===== config.mk =====
export PLATFORM = sky130hd
export DESIGN_NAME = cache_fill_arbiter
export DESIGN_NICKNAME = d
export VERILOG_FILES = /design/src/rtl/cache_ctrl_pkg.sv /design/src/rtl/blk_word_cnt.sv /design/src/rtl/cache_fill_arbiter.sv
export SDC_FILE = /design/constraint.sdc
export NUM_CORES = 1
export LEC_CHECK = 0
export ABC_AREA = 0
export BUFFER_PORTS_ARGS = -buffer_cell sky130_fd_sc_hd__buf_2
export CORE_ASPECT_RATIO = 0.8
export CORE_UTILIZATION = 40
export DETAILED_ROUTE_END_ITERATION = 16
export PLACE_DENSITY = 0.93
export SLEW_MARGIN = 20
export SYNTH_ARGS = -nofsm -noshare
export SYNTH_HDL_FRONTEND = slang
export SYNTH_SLANG_ARGS = --single-unit
export TNS_END_PERCENT = 1

===== constraint.sdc =====
create_clock -name clk -period 5.3 [get_ports clk]
set_clock_uncertainty 0.1 [all_clocks]
set_input_delay 1.59 -clock clk [delete_from_list [all_inputs] [get_ports clk]]
set_output_delay 1.59 -clock clk [all_outputs]
set_load 0.02 [all_outputs]

===== src/rtl/cache_ctrl_pkg.sv =====
// Shared types and constants for the I/D cache fill sequencer.
package cache_ctrl_pkg;

  localparam int   WORDS_PER_BLK = 8;
  localparam int   WORD_IDX_W    = 3;
  localparam int   BLK_OFF_W     = 4;
  localparam logic SEL_ICACHE    = 1'b0;
  localparam logic SEL_DCACHE    = 1'b1;

  typedef enum logic [1:0] {
    IDLE  = 2'd0,
    FILL  = 2'd1,
    DRAIN = 2'd2,
    DONE  = 2'd3
  } fillState_t;

endpackage


===== src/rtl/blk_word_cnt.sv =====
// Word counter within a block fill; holds at the last index until cleared.
module blk_word_cnt
  import cache_ctrl_pkg::*;
#(
  parameter int W = WORD_IDX_W
) (
  input  logic         clk,
  input  logic         rst,
  input  logic         inc,
  input  logic         clr,
  output logic [W-1:0] count,
  output logic         last
);

  assign last = &count;

  always_ff @(posedge clk) begin
    if (rst || clr) begin
      count <= '0;
    end else if (inc && !last) begin
      count <= count + 1'b1;
    end
  end

endmodule


===== src/rtl/cache_fill_arbiter.sv =====
// Shares one pipelined main memory between I-cache fills, D-cache fills and
// D-side write-through stores.
//
//   state | meaning
//   IDLE  | arbitrate: D miss, then store (same-cycle), then I miss
//   FILL  | issue one block word read per cycle
//   DRAIN | all reads issued, collecting the remaining returns
//   DONE  | pulse the done strobe of the granted side, clear counters
module cache_fill_arbiter #(
  parameter int WORDS_PER_BLK = 8,
  parameter int ADDR_W        = 16
) (
  input  logic                             clk,
  input  logic                             rst,
  input  logic                             i_miss_req,
  input  logic [ADDR_W-1:0]                i_miss_addr,
  input  logic                             d_miss_req,
  input  logic [ADDR_W-1:0]                d_miss_addr,
  input  logic                             d_wr_req,
  input  logic [ADDR_W-1:0]                d_wr_addr,
  input  logic [15:0]                      d_wr_data,
  output logic                             d_wr_ack,
  output logic                             mem_en,
  output logic                             mem_wr,
  output logic [ADDR_W-1:0]                mem_addr,
  output logic [15:0]                      mem_wdata,
  input  logic [15:0]                      mem_rdata,
  input  logic                             mem_rvalid,
  output logic                             fill_we,
  output logic                             fill_sel,
  output logic [$clog2(WORDS_PER_BLK)-1:0] fill_word,
  output logic [15:0]                      fill_data,
  output logic                             i_fill_done,
  output logic                             d_fill_done,
  output logic                             busy
);
  import cache_ctrl_pkg::*;

  localparam int IdxW = $clog2(WORDS_PER_BLK);
  localparam int OffW = IdxW + 1;

  fillState_t              state;
  logic                    grant;
  logic [ADDR_W-1:OffW]    blkTag;
  logic [IdxW-1:0]         issCnt;
  logic [IdxW-1:0]         rcvCnt;
  logic                    issLast;
  logic                    rcvLast;
  logic                    issInc;
  logic                    rcvInc;
  logic                    cntClr;
  logic                    wrGrant;
  logic                    unusedOffBits;

  // Byte offset within the block is irrelevant to a whole-block fill.
  assign unusedOffBits = ^{i_miss_addr[OffW-1:0], d_miss_addr[OffW-1:0]};

  assign wrGrant = (state == IDLE) && d_wr_req && !d_miss_req;
  assign issInc  = (state == FILL);
  assign rcvInc  = mem_rvalid && ((state == FILL) || (state == DRAIN));
  assign cntClr  = (state == DONE);

  blk_word_cnt #(.W(IdxW)) u_issCnt (
    .clk   (clk),
    .rst   (rst),
    .inc   (issInc),
    .clr   (cntClr),
    .count (issCnt),
    .last  (issLast)
  );

  blk_word_cnt #(.W(IdxW)) u_rcvCnt (
    .clk   (clk),
    .rst   (rst),
    .inc   (rcvInc),
    .clr   (cntClr),
    .count (rcvCnt),
    .last  (rcvLast)
  );

  always_ff @(posedge clk) begin
    if (rst) begin
      state  <= IDLE;
      grant  <= SEL_ICACHE;
      blkTag <= '0;
    end else begin
      case (state)
        IDLE: begin
          if (d_miss_req) begin
            grant  <= SEL_DCACHE;
            blkTag <= d_miss_addr[ADDR_W-1:OffW];
            state  <= FILL;
          end else if (!d_wr_req && i_miss_req) begin
            grant  <= SEL_ICACHE;
            blkTag <= i_miss_addr[ADDR_W-1:OffW];
            state  <= FILL;
          end
        end
        FILL: begin
          if (rcvInc && rcvLast) begin
            state <= DONE;
          end else if (issLast) begin
            state <= DRAIN;
          end
        end
        DRAIN: begin
          if (rcvInc && rcvLast) begin
            state <= DONE;
          end
        end
        // Requests still high here are stale; they are only seen again in IDLE.
        DONE:    state <= IDLE;
        default: state <= IDLE;
      endcase
    end
  end

  always_comb begin
    mem_addr  = '0;
    mem_wdata = '0;
    if (wrGrant) begin
      mem_addr  = d_wr_addr;
      mem_wdata = d_wr_data;
    end else if (state == FILL) begin
      mem_addr = {blkTag, issCnt, 1'b0};
    end
  end

  assign mem_en      = wrGrant || (state == FILL);
  assign mem_wr      = wrGrant;
  assign d_wr_ack    = wrGrant;
  assign fill_we     = rcvInc;
  assign fill_sel    = grant;
  assign fill_word   = rcvCnt;
  assign fill_data   = mem_rdata;
  assign i_fill_done = (state == DONE) && (grant == SEL_ICACHE);
  assign d_fill_done = (state == DONE) && (grant == SEL_DCACHE);
  assign busy        = (state != IDLE);

endmodule


==> results of run 1 <==
[area by class of cell]
type | count | area [µm²]
fillers | 350 | 1610
well taps | 42 | 52.6
repair buffers | 105 | 528
flip-flops and latches | 21 | 420
multi-input cells | 142 | 901
clock buffers | 4 | 45.0
inverters | 3 | 11.3
[final timing paths]
kind / startpoint / end / cells after the start
min reg2reg: blkTag[5] / blkTag[5] / 2
min: blkTag[5] / blkTag[5] / 2
max reg2reg: state[1] / state[0] / 7
max: d_miss_req / mem_addr[7] / 6
[critical path: cells and delay by family]
kind	cells	cell delay, ps
buffers and inverters	3	800
and+or+nand+nor	2	360
AOI/OAI and AO/OA	1	80
[metrics by stage]
stage | hold WS [ps] | setup WS [ps] | std cells | utilization [%] | instance area [µm²]
6_report | 401 | 760 | 317 | 54.9 | 1960
5_1_grt | 433 | 626 | 317 | 54.9 | 1960
4_1_cts | 403 | 756 | 317 | 54.9 | 1960
3_5_place_dp | 393 | 756 | 313 | 53.6 | 1910
3_3_place_gp | 388 | 805 | 313 | 53.6 | 1910
2_1_floorplan | 378 | 1100 | 197 | - | 1560
[kinds of logic after synthesis]
logic type	after synthesis	share of synthesized area, %
mux	17	10.9
buf+inv	34	15.0
fa+ha+maj	8	6.44
compound gates	34	13.7
xor+xnor	2	1.13
flops	21	27.0
simple gates	81	25.7
[power by group through the flow]
stage	Sequential [mW]	Clock, mW	Combinational [mW]
6_report	0.248	0.102	0.473
5_1_grt	0.254	0.111	0.523
4_1_cts	0.247	0.104	0.477
3_5_place_dp	0.250	0	0.476
3_3_place_gp	0.247	0	0.462
2_1_floorplan	0.249	0	0.377
[flip-flops by register name (all words and copies together), names as in the netlist]
name            count
u_issCnt.count      3
blkTag             12
u_rcvCnt.count      3
state               2
fill_sel            1
[layer usage]
layer	wire, µm	track usage [%]	vias up
met4	36	5.32	0
met5	0	0	-
met3	294	3.48	6
met1	1800	23.4	650
met2	1930	32.5	75
li1	-	-	795
[cell usage in the layout (no fill, tap or decap), types with 2 or more instances in the layout]
master	synthesis	routed
a211oi_1	12	12
a21oi_1	2	2
and2_1	19	19
buf_2	2	104
clkbuf_8	0	3
dfxtp_1	21	21
ha_1	8	8
inv_1	2	2
mux2i_1	17	17
nand2_1	32	32
nor2_1	21	21
nor2b_1	2	2
o21ai_0	15	15
or2_2	2	2
xnor2_1	2	2
==> flow_metrics.py, run 1 <==
metrics = {
    "outcome": {
        "run_status": "finished, final reports clean",
    },
    "cells_and_area": {
        "fin_nets": 370,
        "drive_above_1_share_pct": 42.2,
        "area_growth_pct": 25.9,
        "n_antenna_cell": 0,
    },
    "synth": {
        "ys_ff_latch": 21,
        "seq_area_frac_synth_pct": 27.0,
        "synth_edf_count": 0,
        "avgSynthCellArea_um2": 7.89,
        "ys_warn_count": 0,
        "synthesis.instances": 197,
        "yosysTopAreaCellShare_pct": 27.0,
        "synth_area_um2": 1560,
        "ys_top_cells_by_area": "dfxtp_1 27%, mux2i_1 11%, buf_4 9.2%",
        "syn_nets": 291,
        "synth_flop_cell": "dfxtp_1",
        "synth-async-reset-ratio_pct": 0,
        "synth_common_cells": "32 x nand2_1, 21 x dfxtp_1, 21 x nor2_1",
        "synth.most_common_cell": "nand2_1",
        "synth.distinct_cells": 29,
        "synth_area_leader_cell": "dfxtp_1",
    },
    "timing": {
        "final.setup.tns_ps": 0,
        "setup_viol_count_final": 0,
        "hold_viol": 0,
        "rsz0062_at_grt": "no",
        "drv_slew": 0,
        "slew_headroom_pct": 58.7,
        "max_freq_mhz": 220,
        "fin_crit_ps": 4540,
        "finalCritPeriodShare_pct": 85.7,
        "worst_pin_slew_ps": 620,
    },
    "power": {
        "power.total_mw": 0.822,
        "seqPwrFrac_pct": 30.1,
        "power_leakage_nw": 1.05,
        "p_per_area_nw_per_um2": 420,
        "net-switching-power_mw": 0.378,
        "clkPwrFrac_pct": 12.4,
        "switching_share_pct": 46.0,
        "peakVddDrop_mv": 0.299,
        "internal-power_mw": 0.444,
        "p_comb_share_pct": 57.5,
    },
    "placement": {
        "place_congestion": 0.787,
        "dp.final_hpwl_um": 3270,
        "portBuffers": 104,
    },
    "clock_tree": {
        "clk_latency_ps": 250,
        "tritoncts": "built",
        "cts_hold_buffers": 0,
        "clkTransAtPathRegs_ps": 70,
        "postCtsSetupBuffers": 0,
        "clock_tree.root_cell": "clkbuf_8",
        "clock_path_buffers": 2,
        "cts_num_sinks": 21,
        "cts_resized": 0,
        "cts_made_buffers": 3,
        "cts-htree-levels": 1,
    },
    "drt": {
        "routed_via_density": 4.81,
        "wl_per_cell_um": 12.8,
        "via_count": 1526,
        "ant_nets": 0,
        "drt_iter0_drc": 58,
        "first_pass_iters": 4,
        "totalWireLength_um": 4070,
        "drc_errors": 0,
    },
    "floorplan": {
        "die_h_um": 57.8,
        "initial_core_util_pct": 43.6,
        "die_x_um": 71.7,
        "placementRows": 19,
        "ios": 145,
        "coreArea_um2": 3570,
        "die_area_um2": 4140,
    },
    "global_route": {
        "grt_first_pass_wirelength_um": 6090,
        "grt_pass1_vias": 1376,
        "grt_util_all_layers_pct": 18.5,
        "grt_max_degree": 51,
        "gr-total-overflow": 0,
        "antenna_found_initial": 0,
    },
    "setup_path": {
        "crit_top_cell": "buf_2",
        "crit_chain": "buf_2 -> nor3b_4 -> buf_4 -> nand2_1 -> o21ai_0 -> buf_2",
        "crit_path_end_kind": "output pin",
        "required_ps": 3610,
        "max_stage_delay_ps": 370,
        "arrival_ps": 2850,
        "worst-setup-path-type": "input pin to output pin",
        "critPathMaxFanout": 50,
        "cpMaxStageDelayCell": "buf_4",
        "ff2ff_setup_slack_ps": 3280,
        "start_kind": "input pin",
    },
    "worst_hold_path": {
        "min_path_type": "flip-flop to flip-flop",
    },
    "job": {
        "cap_violations": 0,
    },
}
(Power assumes the default switching activity.)
==> run 2: changes to the inputs <==
==> constraint.sdc (replaced) <==
create_clock -name clk -period 5.3 [get_ports clk]
set_clock_uncertainty 0.1 [all_clocks]
set_input_delay 1.06 -clock clk [delete_from_list [all_inputs] [get_ports clk]]
set_output_delay 1.06 -clock clk [all_outputs]
set_load 0.02 [all_outputs]
==> run 2 against run 1 <==
Die area is the same; sequential cell count unchanged; clock-buffer cell count is the same; fmax rose by 31%; power rose by 0.82%; sequential power about the same; first-iteration DRC count is 17% lower; global-route usage rose by 0.40 points; routed wire length grew 1.3%.
==> flow_metrics.py, run 2 (synthesized netlist as in run 1, its figures left out) <==
metrics = {
    "setup_path": {
        "crit_top_cell": "buf_2",
        "crit_start": "d_miss_req",
        "cpMaxStageDelayCell": "buf_4",
        "r2r_cells": 7,
        "crit_path_end_kind": "output pin",
        "worstSetupPathDepth": 6,
        "worst-setup-path-type": "input pin to output pin",
        "critPathBufInv": 3,
        "critPathCapture": "mem_addr[7]",
        "crit_chain": "buf_2 -> nor3b_4 -> buf_4 -> nand2_1 -> o21ai_0 -> buf_2",
        "r2r_start": "state[1]",
        "arrival_ps": 2310,
        "ff2ff_setup_slack_ps": 3260,
        "max_stage_delay_ps": 360,
        "critPathMaxFanout": 50,
        "required_ps": 4140,
        "path_delay_family": "buffers and inverters",
        "start_kind": "input pin",
        "worstReg2RegEnd": "state[0]",
    },
    "power": {
        "power.total_mw": 0.829,
        "p_per_area_nw_per_um2": 423,
        "peakVddDrop_mv": 0.336,
        "power_leakage_nw": 1.05,
    },
    "global_route": {
        "grt_pass1_vias": 1372,
        "antenna_found_initial": 0,
        "grt_first_pass_wirelength_um": 6200,
        "grt_max_degree": 51,
        "gr-total-overflow": 0,
        "gr-usage-met3_pct": 3.83,
        "grt.met1_usage_pct": 23.8,
        "met2_usage_pct": 33.2,
        "grt_busiest_layer": "met2",
        "grt_util_all_layers_pct": 18.9,
    },
    "clock_tree": {
        "clkTransAtPathRegs_ps": 70,
        "cts_made_buffers": 3,
        "clock_tree.root_cell": "clkbuf_8",
        "clk_latency_ps": 260,
        "clock_path_buffers": 2,
        "tritoncts": "built",
        "cts_hold_buffers": 0,
        "cts-htree-levels": 1,
        "postCtsSetupBuffers": 0,
        "cts_resized": 0,
        "cts_num_sinks": 21,
    },
    "drt": {
        "drt_iter0_drc": 48,
        "ant_nets": 0,
        "routed_via_density": 4.79,
        "totalWireLength_um": 4120,
        "first_pass_iters": 6,
        "via_count": 1517,
        "drc_errors": 0,
        "wl_per_cell_um": 13.0,
    },
    "cells_and_area": {
        "register_area_um2": 420,
        "n_antenna_cell": 0,
        "final_common_cell": "buf_2",
        "drive_above_1_share_pct": 42.2,
        "final_cell_area_um2": 1960,
        "layout_common_cells": "104 x buf_2, 32 x nand2_1, 21 x nor2_1, 21 x dfxtp_1, 19 x and2_1",
        "nFillCells": 365,
        "multi_input_area_um2": 901,
        "area_growth_pct": 25.9,
        "post-route-util_pct": 54.9,
        "largest-register": "blkTag",
        "biggestRegsByFlops": "blkTag x12, u_issCnt.count x3, u_rcvCnt.count x3",
        "largest_register_ffs": 12,
        "fin_nets": 370,
    },
    "timing": {
        "fin_crit_ps": 3470,
        "slew_headroom_pct": 59.9,
        "worst_pin_slew_ps": 601,
        "drv_slew": 0,
        "final.setup.tns_ps": 0,
        "setup_viol_count_final": 0,
        "max_freq_mhz": 288,
        "rsz0062_at_grt": "no",
        "hold_viol": 0,
        "finalCritPeriodShare_pct": 65.4,
        "holdWs_ps": 405,
    },
    "worst_hold_path": {
        "worstHoldStart": "blkTag[7]",
        "min_path_type": "flip-flop to flip-flop",
    },
    "placement": {
        "post_dp_cell_area_um2": 1910,
        "portBuffers": 104,
        "dp.final_hpwl_um": 3270,
        "place_congestion": 0.787,
    },
    "job": {
        "cap_violations": 0,
    },
    "floorplan": {
        "ios": 145,
        "die_area_um2": 4140,
        "die_x_um": 71.7,
        "initial_core_util_pct": 43.6,
        "placementRows": 19,
        "coreArea_um2": 3570,
        "die_h_um": 57.8,
    },
    "outcome": {
        "run_status": "finished, final reports clean",
    },
}
-- run 2: where the power goes --
group / internal (mW) / total, mW / switching [mW]
logic: 0.182 / 0.477 / 0.294
clock network: 0.0535 / 0.104 / 0.0506
registers: 0.209 / 0.248 / 0.0392
total: 0.445 / 0.829 / 0.384
-- run 2: layer usage --
layer / vias up / part of all wire, % / wire length (µm)
li1: 793 / - / -
met1: 644 / 43 / 1790
met2: 74 / 47 / 1950
met3: 6 / 8.0 / 329
met4: 0 / 1.3 / 53
met5: - / 0 / 0
-- run 2: final cells by class --
cell class                      instances  area share [%]
Sequential cell                        21            21.5
Inverter                                3           0.575
Multi-Input combinational cell        142            46.0
Clock buffer                            4            2.30
Tap cell                               42            2.68
Timing Repair Buffer                  105            27.0
-- run 2: worst min path at each step --
stage	to	cells past startpoint
after floorplan	state[0]	2
after global placement	blkTag[4]	2
after detailed placement	blkTag[7]	2
after CTS	blkTag[7]	2
after global routing	blkTag[14]	2
final	blkTag[7]	2
-- run 2: worst register-to-register path: stages, from the launching register on --
cell and delay [ps]:
dfxtp_1 360, inv_1 100, ha_1 540, nor2b_4 350, o21ai_2 80, o31a_1 130, o21ai_0 170, o31ai_1 90
-- run 2: metrics by stage --
stage / instances / worst slack [ps]
after floorplan: 197 / 2160
after global placement: 313 / 1860
after detailed placement: 313 / 1800
after CTS: 317 / 1810
after global routing: 317 / 1710
final: 317 / 1830
==> run 3: changes to the inputs <==
Settings changed: CORE_UTILIZATION 40 to 37, PLACE_DENSITY 0.93 to 0.88.
Clock period 5.3 ns to 3.55 ns, I/O delays scaled along.
==> run 3 against run 2 <==
Core utilization decreased by 4.0 points; sequential power increased by 48%; critical path depth increased by 2; hold slack got worse by 4.6 ps; largest power group unchanged; highest routed layer unchanged; via count decreased by 0.26%; design area increased by 1.6%.
==> flow_metrics.py, run 3 (synthesized netlist as in run 1, its figures left out) <==
metrics = {
    "global_route": {
        "grt_pass1_vias": 1250,
        "gr-total-overflow": 0,
        "antenna_found_initial": 0,
        "grt_util_all_layers_pct": 16.7,
        "grt_max_degree": 33,
        "grt_first_pass_wirelength_um": 5530,
    },
    "power": {
        "clkPwrFrac_pct": 12.6,
        "power.total_mw": 1.23,
        "p_per_area_nw_per_um2": 618,
        "net-switching-power_mw": 0.563,
        "switching_share_pct": 45.8,
        "power_leakage_nw": 1.06,
        "p_comb_share_pct": 57.5,
        "internal-power_mw": 0.667,
        "peakVddDrop_mv": 0.276,
        "seqPwrFrac_pct": 29.9,
    },
    "cells_and_area": {
        "final_common_cell": "buf_2",
        "fin_nets": 372,
        "nFillCells": 393,
        "biggestRegsByFlops": "blkTag x12, u_issCnt.count x3, u_rcvCnt.count x3",
        "area_growth_pct": 27.9,
        "largest-register": "blkTag",
        "instances_no_fill": 332,
        "largest_register_ffs": 12,
        "layout_common_cells": "104 x buf_2, 32 x nand2_1, 21 x nor2_1, 21 x dfxtp_1, 19 x and2_1",
        "drive_above_1_share_pct": 42.6,
        "n_antenna_cell": 0,
    },
    "clock_tree": {
        "cts_num_sinks": 21,
        "cts_resized": 0,
        "cts-htree-levels": 1,
        "postCtsSetupBuffers": 0,
        "clock_path_buffers": 2,
        "cts_hold_buffers": 0,
        "cts_made_buffers": 3,
        "clk_latency_ps": 250,
        "clock_tree.root_cell": "clkbuf_8",
        "tritoncts": "built",
        "clkTransAtPathRegs_ps": 70,
    },
    "timing": {
        "max_freq_mhz": 367,
        "hold_viol": 0,
        "holdWs_ps": 401,
        "slew_headroom_pct": 54.6,
        "worst_pin_slew_ps": 681,
        "fin_crit_ps": 2720,
        "final.setup.tns_ps": 0,
        "rsz0062_at_grt": "no",
        "finalCritPeriodShare_pct": 76.7,
        "drv_slew": 0,
        "setup_viol_count_final": 0,
    },
    "setup_path": {
        "crit_start": "state[0]",
        "r2r_start": "state[1]",
        "crit_path_end_kind": "output pin",
        "crit_chain": "inv_1 -> ha_1 -> inv_2 -> nor3b_4 -> buf_4 -> nand2_1 -> o21ai_0 -> buf_2",
        "max_stage_delay_ps": 360,
        "worstSetupPathDepth": 8,
        "path_delay_family": "buffers and inverters",
        "r2r_cells": 7,
        "critPathMaxFanout": 32,
        "cpMaxStageDelayCell": "dfxtp_1",
        "ff2ff_setup_slack_ps": 1480,
        "worstReg2RegEnd": "state[0]",
        "worst-setup-path-type": "flip-flop to output pin",
        "arrival_ps": 1910,
        "critPathBufInv": 4,
        "start_kind": "flip-flop",
        "required_ps": 2740,
    },
    "floorplan": {
        "coreArea_um2": 3900,
        "placementRows": 20,
        "die_h_um": 60.0,
        "initial_core_util_pct": 39.8,
        "ios": 145,
        "die_area_um2": 4470,
        "die_x_um": 74.5,
    },
    "job": {
        "cap_violations": 0,
    },
    "drt": {
        "wl_per_cell_um": 11.6,
        "drt_iter0_drc": 35,
        "via_count": 1513,
        "ant_nets": 0,
        "drc_errors": 0,
        "first_pass_iters": 4,
        "routed_via_density": 4.56,
        "totalWireLength_um": 3870,
    },
    "placement": {
        "dp.final_hpwl_um": 3000,
        "place_congestion": 0.698,
        "portBuffers": 104,
        "place_inst": 328,
    },
    "worst_hold_path": {
        "hold_depth": 2,
        "worstHoldStart": "blkTag[8]",
        "min_to": "blkTag[8]",
        "min_path_type": "flip-flop to flip-flop",
    },
    "outcome": {
        "run_status": "finished, final reports clean",
    },
}
run 3: cell count changes in the layout (fill, tap and decap cells not counted):
cell and delta:
buf_4 +2
run 3: layout make-up:
cell class                 count  area (µm²)  area share [%]
clock buffer                   4        45.0            2.26
timing repair buffer         107         543            27.3
multi-input combinational    142         901            45.3
inverter                       3        11.3           0.566
tap                           55        68.8            3.46
sequential                    21         420            21.1
run 3: worst min-delay path, delay by kind of cell (launching register included):
family	cells	cell delay, ps
DFF	1	310
AOI/OAI and AO/OA	1	50
and+or+nand+nor	1	90
run 3: worst max path at each step:
stage | end | slack [ps]
2_1_floorplan | mem_addr[11] | 1110
3_3_place_gp | mem_addr[13] | 1070
3_5_place_dp | mem_addr[13] | 1070
4_1_cts | mem_addr[13] | 810
5_1_grt | mem_addr[2] | 580
6_report | mem_addr[2] | 830
run 3: layer usage:
layer / vias to the layer above / GRT usage, % / routed length (µm)
met4: 0 / 5.12 / 38
met5: - / 0 / 0
met3: 4 / 3.37 / 236
met2: 56 / 29.9 / 1870
li1: 795 / - / -
met1: 658 / 20.0 / 1720
run 3: through the flow:
stage / setup slack, ps / util, % / area [µm²]
floorplan: 1110 / - / 1560
global placement: 1070 / 49.8 / 1940
detailed placement: 1070 / 49.8 / 1940
CTS: 810 / 51.0 / 1990
global route: 583 / 51.0 / 1990
finish: 825 / 51.0 / 1990
run 3: power by group through the flow:
| stage | Combinational (mW) | Sequential (mW) | Clock, mW |
|---|---|---|---|
| 5_1_grt | 0.795 | 0.378 | 0.170 |
| 4_1_cts | 0.719 | 0.367 | 0.160 |
| 6_report | 0.707 | 0.367 | 0.155 |
| 3_3_place_gp | 0.695 | 0.366 | 0 |
| 3_5_place_dp | 0.712 | 0.372 | 0 |
| 2_1_floorplan | 0.564 | 0.372 | 0 |
